**config.mk**
```make
export PLATFORM = sky130hd
export DESIGN_NAME = layer_arb2
export DESIGN_NICKNAME = d
export VERILOG_FILES = /design/src/rtl/layer_arb2.sv
export SDC_FILE = /design/constraint.sdc
export NUM_CORES = 1
export LEC_CHECK = 0
export CELL_PAD_IN_SITES_DETAIL_PLACEMENT = 2
export CELL_PAD_IN_SITES_GLOBAL_PLACEMENT = 2
export CORE_MARGIN = 2
export CORE_UTILIZATION = 13
export DETAILED_ROUTE_END_ITERATION = 10
export GPL_ROUTABILITY_DRIVEN = 0
export GPL_TIMING_DRIVEN = 0
export HOLD_SLACK_MARGIN = 0.12
export PLACE_DENSITY = 0.79
export SETUP_SLACK_MARGIN = 0.3
export SLEW_MARGIN = 5
export SYNTH_ARGS = -nofsm -noshare
export SYNTH_HDL_FRONTEND = slang
export SYNTH_SLANG_ARGS = --single-unit
```
**constraint.sdc**
```tcl
create_clock -name clk -period 1.3 [get_ports clk]
set_input_delay 0.39 -clock clk [delete_from_list [all_inputs] [get_ports clk]]
set_output_delay 0.39 -clock clk [all_outputs]
set_load 0.005 [all_outputs]
```
**src/rtl/layer_arb2.sv**
```systemverilog
// layer_arb2: two-requester arbiter/sequencer for one shared layer engine.
// Ports: clk, reset (sync, active-low); per requester X in {0,1}:
//   sX_valid/sX_ready/sX_data (input words), mX_valid/mX_ready/mX_data
//   (results); engine side eng_s_valid/eng_s_ready/eng_data_in,
//   eng_m_valid/eng_m_ready/eng_data_out; status grant, busy.
// Option: LAYER_ARB_FIXED_PRI_EN gives requester 0 fixed tie priority.
module layer_arb2 #(
  parameter int M = 5,
  parameter int N = 2,
  parameter int T = 9
) (
  input  logic         clk,
  input  logic         reset,
  input  logic         s0_valid,
  output logic         s0_ready,
  input  logic [T-1:0] s0_data,
  output logic         m0_valid,
  input  logic         m0_ready,
  output logic [T-1:0] m0_data,
  input  logic         s1_valid,
  output logic         s1_ready,
  input  logic [T-1:0] s1_data,
  output logic         m1_valid,
  input  logic         m1_ready,
  output logic [T-1:0] m1_data,
  output logic         eng_s_valid,
  input  logic         eng_s_ready,
  output logic [T-1:0] eng_data_in,
  input  logic         eng_m_valid,
  output logic         eng_m_ready,
  input  logic [T-1:0] eng_data_out,
  output logic         grant,
  output logic         busy
);

  localparam int IW = $clog2(N + 1);
  localparam int OW = $clog2(M + 1);

  typedef enum logic [1:0] {
    IDLE,
    FEED,
    DRAIN
  } state_t;

  state_t        r_state;
  state_t        w_next;
  logic          r_grant;
  logic [IW-1:0] r_in_cnt;
  logic [OW-1:0] r_out_cnt;
  logic          w_win;
  logic          w_req;
  logic          w_sg_valid;
  logic          w_mg_ready;
  logic          w_in_hs;
  logic          w_out_hs;
  logic          w_in_last;
  logic          w_out_last;

  assign w_req      = s0_valid | s1_valid;
  assign w_sg_valid = r_grant ? s1_valid : s0_valid;
  assign w_mg_ready = r_grant ? m1_ready : m0_ready;
  assign w_in_hs    = (r_state == FEED) && w_sg_valid && eng_s_ready;
  assign w_out_hs   = (r_state == DRAIN) && eng_m_valid && w_mg_ready;
  assign w_in_last  = w_in_hs && (r_in_cnt == IW'(N - 1));
  assign w_out_last = w_out_hs && (r_out_cnt == OW'(M - 1));

`ifdef LAYER_ARB_FIXED_PRI_EN
  // Requester 0 wins whenever it asks.
  assign w_win = ~s0_valid;
`else
  logic r_rr_ptr;

  // Tie goes to rr_ptr; otherwise the lone requester wins.
  assign w_win = (s0_valid && s1_valid) ? r_rr_ptr : s1_valid;

  always_ff @(posedge clk) begin
    if (!reset) begin
      r_rr_ptr <= 1'b0;
    end else if (w_out_last) begin
      r_rr_ptr <= ~r_grant;
    end
  end
`endif

  always_ff @(posedge clk) begin
    if (!reset) begin
      r_state <= IDLE;
    end else begin
      r_state <= w_next;
    end
  end

  always_comb begin
    w_next = r_state;
    unique case (r_state)
      IDLE:    if (w_req)      w_next = FEED;
      FEED:    if (w_in_last)  w_next = DRAIN;
      DRAIN:   if (w_out_last) w_next = IDLE;
      default: w_next = IDLE;
    endcase
  end

  always_ff @(posedge clk) begin
    if (!reset) begin
      r_grant   <= 1'b0;
      r_in_cnt  <= '0;
      r_out_cnt <= '0;
    end else begin
      if (r_state == IDLE && w_req) begin
        r_grant  <= w_win;
        r_in_cnt <= '0;
      end
      if (w_in_hs) begin
        r_in_cnt <= r_in_cnt + IW'(1);
      end
      if (w_in_last) begin
        r_out_cnt <= '0;
      end
      if (w_out_hs) begin
        r_out_cnt <= r_out_cnt + OW'(1);
      end
    end
  end

  always_comb begin
    s0_ready    = 1'b0;
    s1_ready    = 1'b0;
    m0_valid    = 1'b0;
    m1_valid    = 1'b0;
    m0_data     = '0;
    m1_data     = '0;
    eng_s_valid = 1'b0;
    eng_data_in = '0;
    eng_m_ready = 1'b0;
    unique case (r_state)
      FEED: begin
        eng_s_valid = w_sg_valid;
        eng_data_in = r_grant ? s1_data : s0_data;
        s0_ready    = ~r_grant & eng_s_ready;
        s1_ready    = r_grant & eng_s_ready;
      end
      DRAIN: begin
        m0_valid    = ~r_grant & eng_m_valid;
        m1_valid    = r_grant & eng_m_valid;
        m0_data     = r_grant ? '0 : eng_data_out;
        m1_data     = r_grant ? eng_data_out : '0;
        eng_m_ready = w_mg_ready;
      end
      default: ;
    endcase
  end

  assign grant = r_grant;
  assign busy  = (r_state != IDLE);

endmodule
```
# After elaboration in Yosys (flattened, before gate mapping)
# Cells that the tools add are included.
[classes]
reduce_logical = 13
eq_ne = 7
mux = 23
add_sub_neg = 2
n_bitwise = 6
[ops]
columns = ["operator", "n"]
rows = [
  ["$mux 9", 6],
  ["$mux 2", 5],
  ["$mux 1", 9],
  ["$logic_and 1x1->1", 8],
  ["$mux 3", 2],
  ["$ne 2x2->1 const B", 3],
  ["$pmux 2 s3", 1],
  ["$reduce_bool 2->1", 3],
  ["$and 1x1->1", 4],
  ["$eq 2x1->1 const B", 2],
  ["$add 3x1->3 const B", 1],
  ["$eq 3x3->1 const B", 1],
  ["$reduce_and 3->1", 1],
  ["$add 2x1->2 const B", 1],
  ["$eq 2x2->1 const B", 1],
  ["$logic_not 2->1", 1],
  ["$not 1->1", 1],
  ["$or 1x1->1", 1],
]
[word_totals]
word_cells = 56
output_inout_bits = 35
inputBits = 35
reg_bits = 9

# Logic depth before layout (Yosys ltp)
[depth]
depth_word = 6
mapped_depth = 5
depth_no_buf = 5

# Worst setup path after synthesis
# OpenSTA, ideal clock, no wires.
[synth_path]
path_type = "reg2out"
from = "register r_grant, in the netlist grant"
to = "output eng_data_in[0]"
path_stages_with_launch = 5
arrival_time_ps = 960
slack_ps = -50
n_path_buf = 2
t_required_ps = 910
cell_sequence = "dfxtp_1 -> buf_6 -> buf_2 -> mux2i_1 -> nor2_1"
[synth_between]
elab_chain_cells = 2
[synth_rtl]
columns = ["item", "line_no", "rtl"]
rows = [
  ["start, declared", "47", "logic r_grant;"],
  ["start signal, assigned", "110", "r_grant <= w_win;"],
  ["$mux 9", "138", "eng_data_in = r_grant ? s1_data : s0_data;"],
  ["$mux 9", "135", "unique case (r_state)"],
  ["end, declared", "28", "output logic [T-1:0] eng_data_in,"],
]
# Every way passes these cells.

# Worst setup path after layout
[layout_path]
from = "register r_grant, in the netlist grant"
to = "output s1_ready"
[layout_between]
elab_chain_cells = 2
[layout_rtl]
columns = ["item", "line_no", "rtl"]
rows = [
  ["$and 1x1->1", "140", "s1_ready = r_grant & eng_s_ready;"],
  ["$mux 1", "135", ""],
  ["end, declared", "21", "output logic s1_ready,"],
]
# Every way passes these cells.

==> flow_summary.yaml <==
setup_path:
  r2r-end: "r_out_cnt[2]"
  crit_path_end_kind: "output port"
  path_class: "register to output port"
  critical_path_depth: 6
  crit_family: "buffers and inverters"
  setup.worst_path.start: "grant"
  cp.required_ps: 910
  crit_fanout: 4
  critPathSlowestCell: "dfxtp_2"
  ff2ff_path_depth: 7
  crit_buf_inv: 5
  endpoint: "s1_ready"
  worstPathArrival_ps: 1460
  path_cells: "buf_8 -> clkinvlp_4 -> buf_4 -> buf_4 -> nor2_1 -> clkdlybuf4s15_2"
  reg2reg_slack_ps: -380
  slowest_delay_ps: 340
  cpMostUsedCell: "buf_4"
  worstReg2RegStart: "grant"
  crit_path_start_kind: "register"
timing:
  clock.fmax_mhz: 541
  rsz0062_at_grt: "yes"
  final.setup_skew_ps: 4.23
  worst_slack_ps: -550
  finalHoldViolCount: 0
  final_max_slew_viol_count: 0
  min_period_ps: 1850
  setup_violations: 42
  worst_pin_slew_ps: 319
  period_share_pct: 142
  max-slew-margin-rel_pct: 78.7
  tns_ps: -15180
  holdWs_ps: 463
route:
  num_vias: 1208
  firstDrtPassIters: 3
  viasPerCell: 4.14
  wire_per_inst_um: 15.1
  drc_errors: 0
  first_iter_violations: 19
  drt-met1-wl_um: 1600
  met2WireLength_um: 2530
  met3WireLength_um: 242
  ant_nets: 0
  routed.top_layer: "met4"
  wl_um: 4420
final_layout:
  drive_above_1_share_pct: 56.7
  final-seq-area_um2: 190
  num-nets-final: 256
  filler_cell_count: 653
  multi_input_area_um2: 766
  diodes: 0
  synthToLayoutAreaGrowth_pct: 172
  layout_common_cells: "41 x buf_6, 31 x clkdlybuf4s50_1, 17 x and2_4"
  final_common_cell: "buf_6"
  finish.instance_area_um2: 2180
synthesis:
  yosys_register_bits: 9
  yosys_warnings: 0
  synth_nets: 143
  avgSynthCellArea_um2: 7.63
  synth.distinct_cells: 30
  yosysSeqAreaShare_pct: 22.5
  syn_inst: 105
  synthesis.area_um2: 801
placed_design:
  post-place-ws_ps: -874
  portBuffers: 69
  dp_hpwl_um: 2770
  placed_cell_area_um2: 1630
global_routing:
  antenna_found_initial: 0
  grt_pass1_vias: 1233
  grt_pass1_wl_um: 6290
  grt_start_max_net_pins: 11
  overflow: 0
  grt.total_usage_pct: 12.4
floorplanning:
  core_um2: 5920
  dieArea_um2: 6800
  start_util_pct: 13.5
  die_h_um: 82.5
  io_pins: 70
  rows: 28
  fp.dieW_um: 82.5
cts:
  cts-root-buf: "clkbuf_8"
  cts_buffers: 3
  insertion_delay_ps: 240
  numClockSinks: 9
  cts_tree: "yes"
  clk_pin_slew_ps: 50
  cts-htree-levels: 1
  cts_max_path_buffers: 2
  ctsHoldBuffers: 0
min_path:
  hold_path.class: "register to register"
power:
  p_per_area_nw_per_um2: 496
  p_leak_nw: 0.939
  peakVddDrop_mv: 0.461
  total_power_w: 0.00108
flow_run:
  max_cap_viol_count: 0
outcome:
  failed_checks: "setup timing"
  status: "complete, but fails checks"
-- worst register-to-register path, stage by stage, from the launching register on --
cell	delay (ps)
dfxtp_2	330
buf_8	130
buf_12	130
buf_6	110
mux2i_4	180
buf_6	120
or4_4	410
a211oi_2	180
-- kinds of logic (layout without fill, tap and decap cells) --
group                    after synthesis  after routing  synth area share (%)
AND/OR/NAND/NOR                       57             59                  38.3
AO/OA/AOI/OAI                         14             14                  12.8
multiplexers                          13             13                  16.4
flip-flops                             9              9                  22.5
buffers and inverters                  9            119                  5.31
adder cells (fa/ha/maj)                3              3                  4.69
-- cells in the mapped netlist --
cell type | number | area share (%)
and2_1 | 21 | 16
nor2_1 | 17 | 8.0
mux2i_1 | 12 | 15
dfxtp_1 | 9 | 22
inv_1 | 6 | 2.8
nand2_1 | 5 | 2.3
a21oi_1 | 4 | 2.5
ha_1 | 3 | 4.7
nand2b_1 | 3 | 2.3
nand4_1 | 2 | 1.6
o221ai_1 | 2 | 2.2
o31ai_1 | 2 | 1.9
or3_1 | 2 | 1.6
a211oi_2 | 1 | 1.6
a21o_1 | 1 | 0.94
and3b_1 | 1 | 1.1
and4_1 | 1 | 1.1
buf_2 | 1 | 0.62
buf_6 | 1 | 1.4
clkbuf_1 | 1 | 0.47
mux2_2 | 1 | 1.4
nand3_1 | 1 | 0.62
nand3b_1 | 1 | 0.94
nor3_1 | 1 | 0.62
o21ai_0 | 1 | 0.62
o21bai_1 | 1 | 0.94
o2bb2ai_1 | 1 | 1.1
o41ai_1 | 1 | 1.1
or2_2 | 1 | 0.78
or4_1 | 1 | 0.94
-- power by group --
group          switching [W]  total, W  leakage [nW]  internal (W)
registers         0.00000815  0.000290        0.0753      0.000282
clock network       0.000135  0.000351        0.0228      0.000216
logic               0.000168  0.000440         0.841      0.000271
-- layout make-up --
cell class              count  share of cell area (%)
clock buffers               4                    2.07
flip-flops and latches      9                    8.74
repair buffers            106                    46.3
inverters                   6                    1.21
multi-input cells          89                    35.2
plain buffers               3                    2.24
well taps                  75                    4.31
-- flip-flops by register name, indices dropped and copies added (netlist names) --
| register | count |
|---|---|
| grant | 1 |
| r_in_cnt | 2 |
| r_out_cnt | 3 |
| r_rr_ptr | 1 |
| r_state | 2 |
-- how the worst min path moves through the flow --
stage,startpoint,to,depth (start not counted)
after floorplan,r_rr_ptr,r_rr_ptr,2
after CTS,r_rr_ptr,r_rr_ptr,2
after detailed placement,r_rr_ptr,r_rr_ptr,2
after global routing,r_rr_ptr,r_rr_ptr,2
after global placement,r_rr_ptr,r_rr_ptr,2
final,r_rr_ptr,r_rr_ptr,2
-- stage by stage --
step | util, % | instances
after floorplan | - | 105
after global placement | 27.6 | 249
after detailed placement | 27.6 | 249
after CTS | 34.9 | 285
after global routing | 36.8 | 292
final | 36.8 | 292
-- routing by layer --
metal | up-vias | global-route usage (%)
li1 | 587 | -
met3 | 5 | 1.30
met4 | 0 | 4.00
met5 | - | 0
met2 | 36 | 24.8
met1 | 580 | 13.3
-- repair_timing --
item,CTS,global route
resized for setup,191,30
gates cloned,2,0
pin swaps,34,11
setup endpoints to repair,44,44
hold endpoints to repair,0,0
setup buffers,30,7
No activity file was read; power rests on OpenSTA's default activity.
